<file path="src/rtl/stock_buy_datapath_pkg.sv">
// Shared market definitions: widths, FSM encoding and reject codes used by the
// buy and sell datapaths.
package market_pkg;
  localparam int QTY_W   = 8;
  localparam int PRICE_W = 12;
  localparam int CASH_W  = 24;
  localparam int COST_W  = 20;
  localparam int QTY_MAX = 255;
  localparam int MULT_STEPS = 8;

  typedef enum logic [1:0] {
    ST_IDLE  = 2'd0,
    ST_MULT  = 2'd1,
    ST_CHECK = 2'd2,
    ST_DONE  = 2'd3
  } state_e;

  typedef enum logic [1:0] {
    REJ_OK   = 2'b00,
    REJ_CASH = 2'b01,
    REJ_QTY  = 2'b10
  } rej_e;
endpackage

</file>
<file path="src/rtl/stock_buy_datapath_if.sv">
// Order/result bus between the market controller and one buy datapath.
interface stock_buy_if;
  import market_pkg::*;
  logic               enable;
  logic               req_valid;
  logic               req_ready;
  logic [QTY_W-1:0]   buy_amt;
  logic [PRICE_W-1:0] stock_price;
  logic [QTY_W-1:0]   qty_init;
  logic [CASH_W-1:0]  cash_init;
  logic               done;
  logic [1:0]         reject_code;
  logic [QTY_W-1:0]   qty_out;
  logic [CASH_W-1:0]  cash_out;
  logic               busy;

  modport master (
    output enable, req_valid, buy_amt, stock_price, qty_init, cash_init,
    input  req_ready, done, reject_code, qty_out, cash_out, busy
  );
  modport slave (
    input  enable, req_valid, buy_amt, stock_price, qty_init, cash_init,
    output req_ready, done, reject_code, qty_out, cash_out, busy
  );
endinterface

</file>
<file path="src/rtl/stock_buy_datapath_seq_mult_8x12.sv">
// 8x12 shift-add multiplier, one multiplier bit per enabled cycle, LSB first.
module seq_mult_8x12
  import market_pkg::*;
(
  input  logic               clk,
  input  logic               rst,
  input  logic               i_en,
  input  logic               i_start,
  input  logic [QTY_W-1:0]   i_a,
  input  logic [PRICE_W-1:0] i_b,
  output logic               o_busy,
  output logic               o_last,
  output logic [COST_W-1:0]  o_product
);
  logic [QTY_W-1:0]   r_a;
  logic [PRICE_W-1:0] r_b;
  logic [COST_W-1:0]  r_acc;
  logic [2:0]         r_step;
  logic               r_busy;
  logic [COST_W-1:0]  w_b_ext;
  logic [COST_W-1:0]  w_addend;

  assign w_b_ext   = COST_W'(r_b);
  assign w_addend  = w_b_ext << r_step;
  assign o_busy    = r_busy;
  assign o_last    = (r_step == 3'(MULT_STEPS - 1));
  assign o_product = r_acc;

  always_ff @(posedge clk) begin
    if (rst) begin
      r_a    <= '0;
      r_b    <= '0;
      r_acc  <= '0;
      r_step <= '0;
      r_busy <= 1'b0;
    end else if (i_en) begin
      if (i_start) begin
        r_a    <= i_a;
        r_b    <= i_b;
        r_acc  <= '0;
        r_step <= '0;
        r_busy <= 1'b1;
      end else if (r_busy) begin
        if (r_a[r_step]) r_acc <= r_acc + w_addend;
        r_step <= r_step + 3'd1;
        if (o_last) r_busy <= 1'b0;
      end
    end
  end
endmodule

</file>
<file path="src/rtl/stock_buy_datapath.sv">
// Buy-side order processor: cost = qty x price, then cash/ceiling checks and
// the updated holding/cash with an accept/reject code.
module stock_buy_datapath
  import market_pkg::*;
(
  input  logic        clock_50,
  input  logic        reset,
  stock_buy_if.slave  bus
);
  localparam logic [QTY_W:0] QTY_CEIL = (QTY_W+1)'(QTY_MAX);

  state_e             r_state, w_next;
  logic               w_hs;
  logic               w_mult_busy, w_mult_last;
  logic [COST_W-1:0]  w_cost;
  logic [QTY_W-1:0]   r_amt, r_qty;
  logic [CASH_W-1:0]  r_cash;
  logic               r_done;
  rej_e               r_code;
  logic [QTY_W-1:0]   r_qty_out;
  logic [CASH_W-1:0]  r_cash_out;
  logic [QTY_W:0]     w_qty_sum;
  logic [CASH_W-1:0]  w_cost_ext;
  logic               w_cash_short, w_qty_ovf;

  assign w_hs            = bus.enable && bus.req_valid && (r_state == ST_IDLE);
  assign bus.req_ready   = (r_state == ST_IDLE);
  assign bus.busy        = (r_state != ST_IDLE);
  assign bus.done        = r_done;
  assign bus.reject_code = r_code;
  assign bus.qty_out     = r_qty_out;
  assign bus.cash_out    = r_cash_out;

  seq_mult_8x12 u_mult (
    .clk       (clock_50),
    .rst       (reset),
    .i_en      (bus.enable),
    .i_start   (w_hs),
    .i_a       (bus.buy_amt),
    .i_b       (bus.stock_price),
    .o_busy    (w_mult_busy),
    .o_last    (w_mult_last),
    .o_product (w_cost)
  );

  always_ff @(posedge clock_50) begin
    if (reset)           r_state <= ST_IDLE;
    else if (bus.enable) r_state <= w_next;
  end

  always_comb begin
    w_next = r_state;
    case (r_state)
      ST_IDLE:  if (w_hs) w_next = ST_MULT;
      ST_MULT:  if (w_mult_busy && w_mult_last) w_next = ST_CHECK;
      ST_CHECK: w_next = ST_DONE;
      ST_DONE:  w_next = ST_IDLE;
      default:  w_next = ST_IDLE;
    endcase
  end

  // Cash shortfall takes priority over the holding ceiling.
  assign w_cost_ext   = CASH_W'(w_cost);
  assign w_qty_sum    = {1'b0, r_qty} + {1'b0, r_amt};
  assign w_cash_short = w_cost_ext > r_cash;
  assign w_qty_ovf    = w_qty_sum > QTY_CEIL;

  always_ff @(posedge clock_50) begin
    if (reset) begin
      r_amt      <= '0;
      r_qty      <= '0;
      r_cash     <= '0;
      r_done     <= 1'b0;
      r_code     <= REJ_OK;
      r_qty_out  <= '0;
      r_cash_out <= '0;
    end else if (bus.enable) begin
      r_done <= (r_state == ST_CHECK);
      if (w_hs) begin
        r_amt  <= bus.buy_amt;
        r_qty  <= bus.qty_init;
        r_cash <= bus.cash_init;
      end
      if (r_state == ST_CHECK) begin
        if (w_cash_short) begin
          r_code     <= REJ_CASH;
          r_qty_out  <= r_qty;
          r_cash_out <= r_cash;
        end else if (w_qty_ovf) begin
          r_code     <= REJ_QTY;
          r_qty_out  <= r_qty;
          r_cash_out <= r_cash;
        end else begin
          r_code     <= REJ_OK;
          r_qty_out  <= w_qty_sum[QTY_W-1:0];
          r_cash_out <= r_cash - w_cost_ext;
        end
      end
    end
  end
endmodule

</file>
<file path="src/flat_wrapper.sv">
// flat-port wrapper written by rule: the top's interface ports become plain ports
module stock_buy_datapath_flat import market_pkg::*;
  (clock_50, reset, bus_enable, bus_req_valid, bus_buy_amt, bus_stock_price, bus_qty_init, bus_cash_init, bus_req_ready, bus_done, bus_reject_code, bus_qty_out, bus_cash_out, bus_busy);
  stock_buy_if bus_i ();
  input  logic clock_50;
  input  logic reset;
  input wire logic [$bits(bus_i.enable)-1:0] bus_enable;
  input wire logic [$bits(bus_i.req_valid)-1:0] bus_req_valid;
  input wire logic [$bits(bus_i.buy_amt)-1:0] bus_buy_amt;
  input wire logic [$bits(bus_i.stock_price)-1:0] bus_stock_price;
  input wire logic [$bits(bus_i.qty_init)-1:0] bus_qty_init;
  input wire logic [$bits(bus_i.cash_init)-1:0] bus_cash_init;
  output wire logic [$bits(bus_i.req_ready)-1:0] bus_req_ready;
  output wire logic [$bits(bus_i.done)-1:0] bus_done;
  output wire logic [$bits(bus_i.reject_code)-1:0] bus_reject_code;
  output wire logic [$bits(bus_i.qty_out)-1:0] bus_qty_out;
  output wire logic [$bits(bus_i.cash_out)-1:0] bus_cash_out;
  output wire logic [$bits(bus_i.busy)-1:0] bus_busy;
  assign bus_i.enable = bus_enable;
  assign bus_i.req_valid = bus_req_valid;
  assign bus_i.buy_amt = bus_buy_amt;
  assign bus_i.stock_price = bus_stock_price;
  assign bus_i.qty_init = bus_qty_init;
  assign bus_i.cash_init = bus_cash_init;
  assign bus_req_ready = bus_i.req_ready;
  assign bus_done = bus_i.done;
  assign bus_reject_code = bus_i.reject_code;
  assign bus_qty_out = bus_i.qty_out;
  assign bus_cash_out = bus_i.cash_out;
  assign bus_busy = bus_i.busy;
  stock_buy_datapath u_core (.clock_50(clock_50), .reset(reset), .bus(bus_i));
endmodule
</file>
<file path="config.mk">
export PLATFORM = sky130hd
export DESIGN_NAME = stock_buy_datapath_flat
export DESIGN_NICKNAME = d
export VERILOG_FILES = /design/src/rtl/stock_buy_datapath_pkg.sv /design/src/rtl/stock_buy_datapath_if.sv /design/src/rtl/stock_buy_datapath_seq_mult_8x12.sv /design/src/rtl/stock_buy_datapath.sv /design/src/flat_wrapper.sv
export SDC_FILE = /design/constraint.sdc
export NUM_CORES = 1
export LEC_CHECK = 0
export ABC_AREA = 1
export CAP_MARGIN = 30
export CORE_MARGIN = 2
export CORE_UTILIZATION = 55
export DETAILED_ROUTE_END_ITERATION = 12
export HOLD_SLACK_MARGIN = 0.08
export PLACE_DENSITY = 0.8
export SLEW_MARGIN = 10
export SYNTH_ARGS = -nofsm -noshare
export SYNTH_HDL_FRONTEND = slang
export SYNTH_SLANG_ARGS = --single-unit
</file>
<file path="constraint.sdc">
create_clock -name clock_50 -period 3 [get_ports clock_50]
set_input_delay 0.6 -clock clock_50 [delete_from_list [all_inputs] [get_ports clock_50]]
set_output_delay 0.6 -clock clock_50 [all_outputs]
set_load 0.005 [all_outputs]
</file>
==> impl_metrics.toml <==
[worst_setup_path]
crit_buf_inv = 2
cp-end-kind = "flop"
r2r_start = "u_core.u_mult.r_step[0]"
cp.required_ns = 3.35
crit_chain = "buf_12, o21ai_0, inv_1, nand2_1, o21ai_0, o21ai_0, ha_1, a21o_1, nor2_1, nand2_1, a21boi_0, nand2b_1, nand3_1, a21oi_1"
critPathMaxStageDelay_ns = 0.37
cp-startpoint = "u_core.u_mult.r_step[0]"
cp_num_cells = 14
crit_family = "compound AO/OA/AOI/OAI gates"
worstRegToRegCells = 14
startpoint_type = "flop"
crit_top_cell = "o21ai_0"
cp-endpoint = "u_core.u_mult.o_product[10]"
crit_slowest_cell = "dfxtp_2"
path_max_fanout = 24
regToRegSetupSlack_ns = 0.27
crit_arrival_ns = 3.08
reg2reg_to = "u_core.u_mult.o_product[10]"
crit_type = "flop to flop"

[timing]
post-route-min-period_ns = 2.73
finalSetupTns_ns = 0
slew_headroom = 0.593
post-route-period-util = 0.911
worst_slew_pin_slew_ns = 0.611
slew_viol_final = 0
finalSetupViolCount = 0
fin_skew_ns = 0.00790
fin_hold_ws_ns = 0.462
hold_viol = 0
rsz0062_at_grt = "false"
fmax_mhz = 366

[drt]
ant_nets = 0
drt_pass1_iterations = 6
initialDrtViolationCount = 658
vias = 8240
vias_per_cell = 5.48
drc_errors = 0
wl_per_cell_microns = 14.6
finalWirelength_mm = 22.0

[die]
ios = 93
die_h_microns = 124
core_region_area_sq_um = 13900
die-width_microns = 124
start_util = 0.566
dieArea_sq_um = 15300
rows = 43

[final_layout]
nets = 1421
postLayoutCoreUtil = 0.684
fillers = 1245
diodes = 0
final_cell_area_sq_um = 9530
drive_gt1_frac = 0.0756
fin_cells = 1503
synthToLayoutAreaGrowth_pct = 20.9

[yosys]
yosys-top-cells-count = "320 x nand2_1, 156 x inv_1, 152 x a21oi_1, 113 x dfxtp_1, 96 x o21ai_0"
syn_nets = 1341
ys_ff_latch = 113
synthesis.area_sq_um = 7890
syn_avg_cell_area_sq_um = 6.41
async_flop_share = 0
synth-main-ff-cell = "dfxtp_1"
yosys.area.top_type_share = 0.287
yosysTopAreaCell = "dfxtp_1"
synth_warnings = 0
synth_cell_types = 42
synthTopCellsByArea = "dfxtp_1 29%, nand2_1 15%, a21oi_1 9.6%"
yosysSeqAreaShare = 0.287
synth_edf_count = 0
synthCells = 1230
yosysMostFrequentCell = "nand2_1"

[clock_network]
cts_made_buffers = 17
path_clk_slew_ns = 0.06
insertion_delay_ns = 0.42
post_cts_buffers = 0
clock-sinks = 113
cts_tree = "yes"
root_buffer = "clkbuf_16"
cts.path.max_buffers = 2
h-tree-depth = 4

[grt]
grtUsageTotal = 0.299
use_met1 = 0.364
grt_util_met3 = 0.0572
grt_pass1_wl_mm = 36.0
grt_busiest_layer = "met2"
grt_start_max_net_pins = 58
globalRoute.totalOverflow = 0
antenna_found_initial = 0
grt_pass1_vias = 7765
use_met2 = 0.522

[hold_path]
hold_path.class = "flop to flop"

[power_and_ir_drop]
power.leakage_nw = 4.29
powerDensity_nw_per_um2 = 562
vdd_ir_drop_max_mv = 0.463

[placed_design]
dp_hpwl_mm = 16.5
routabilityCongestion = 0.941
portBuffers = 92
placed_cell_area_sq_um = 8940
dp.cells = 1471

[job]
max_cap_violations = 0

[run_status]
status = "complete, no violations"
-- routing by layer --
metal	vias to the layer above	wire length (microns)
met3	57	1170
met4	0	647
li1	4186	-
met2	267	10600
met5	-	0
met1	3730	9540
-- repair_timing --
item	CTS	global route
hold buffers	0	0
gates resized for setup	0	5
endpoints found under the setup margin	0	9
-- cells by family (layout without fill, tap and decap cells) --
logic type,count (synthesis),count (layout),share of synthesized area
simple gates,557,557,0.310
compound gates,278,278,0.182
buf+inv,207,300,0.107
flops,113,113,0.287
fa+ha+maj,55,55,0.0901
xor+xnor,16,16,0.0178
mux,4,4,0.00508
-- stage by stage --
stage	setup WS, ns	power (mW)
2_1_floorplan	0.434	2.90
3_3_place_gp	0.195	3.30
3_5_place_dp	0.165	3.33
4_1_cts	0.118	5.35
5_1_grt	0.0190	5.67
6_report	0.266	5.35
-- flip-flops by register name (all words and copies together), names as in the netlist --
name	cells
u_core.bus.cash_out	24
u_core.bus.done	1
u_core.bus.qty_out	8
u_core.bus.reject_code	2
u_core.r_amt	8
u_core.r_cash	24
u_core.r_qty	8
u_core.r_state	2
u_core.u_mult.o_busy	1
u_core.u_mult.o_product	20
u_core.u_mult.r_b	12
u_core.u_mult.r_step	3
-- cell type report --
type                            instances  area [sq um]  share of cell area
Multi-Input combinational cell        910          4780               0.502
Timing Repair Buffer                  107          1070               0.112
Tap cell                              180           225              0.0236
Clock inverter                         14           154              0.0161
Sequential cell                       113          2260               0.237
Clock buffer                           18           439              0.0461
Inverter                              161           604              0.0634
-- report_power, final --
group,switching (mW),leakage [nW],total [mW],internal (mW)
Combinational,1.03,3.09,1.66,0.622
Clock,0.779,0.284,2.03,1.25
Sequential,0.0639,0.921,1.67,1.60
Total,1.88,4.29,5.35,3.48
-- worst min path at each step --
| stage | from | endpoint | cells after the start |
|---|---|---|---|
| 2_1_floorplan | u_core.u_mult.r_b[5] | u_core.u_mult.r_b[5] | 2 |
| 3_3_place_gp | u_core.bus.cash_out[19] | u_core.bus.cash_out[19] | 2 |
| 3_5_place_dp | u_core.bus.cash_out[19] | u_core.bus.cash_out[19] | 2 |
| 4_1_cts | u_core.bus.cash_out[19] | u_core.bus.cash_out[19] | 2 |
| 5_1_grt | u_core.bus.cash_out[19] | u_core.bus.cash_out[19] | 2 |
| 6_report | u_core.bus.cash_out[19] | u_core.bus.cash_out[19] | 2 |
-- cell usage in the layout, fill, tap and decap left out, types with 9 or more instances in the layout --
cell,n
buf_4,12
nand2_2,25
o21ai_0,93
a21oi_1,151
clkbuf_16,17
nor2_1,70
clkdlybuf4s50_1,91
nand4_1,16
inv_1,155
nand3b_1,10
nand3_1,79
xor2_1,9
o21ai_1,15
dfxtp_1,112
nor3_1,12
nand2_1,320
ha_1,52
-- worst register-to-register path: cells and delay by family (launching register included) --
family / cells / cell delay [ns]
DFF: 1 / 0.37
AOI/OAI and AO/OA: 6 / 1.20
adders and majority gates: 1 / 0.32
and+or+nand+nor: 5 / 0.51
buffers and inverters: 2 / 0.25
No activity file was read; power rests on OpenSTA's default activity.
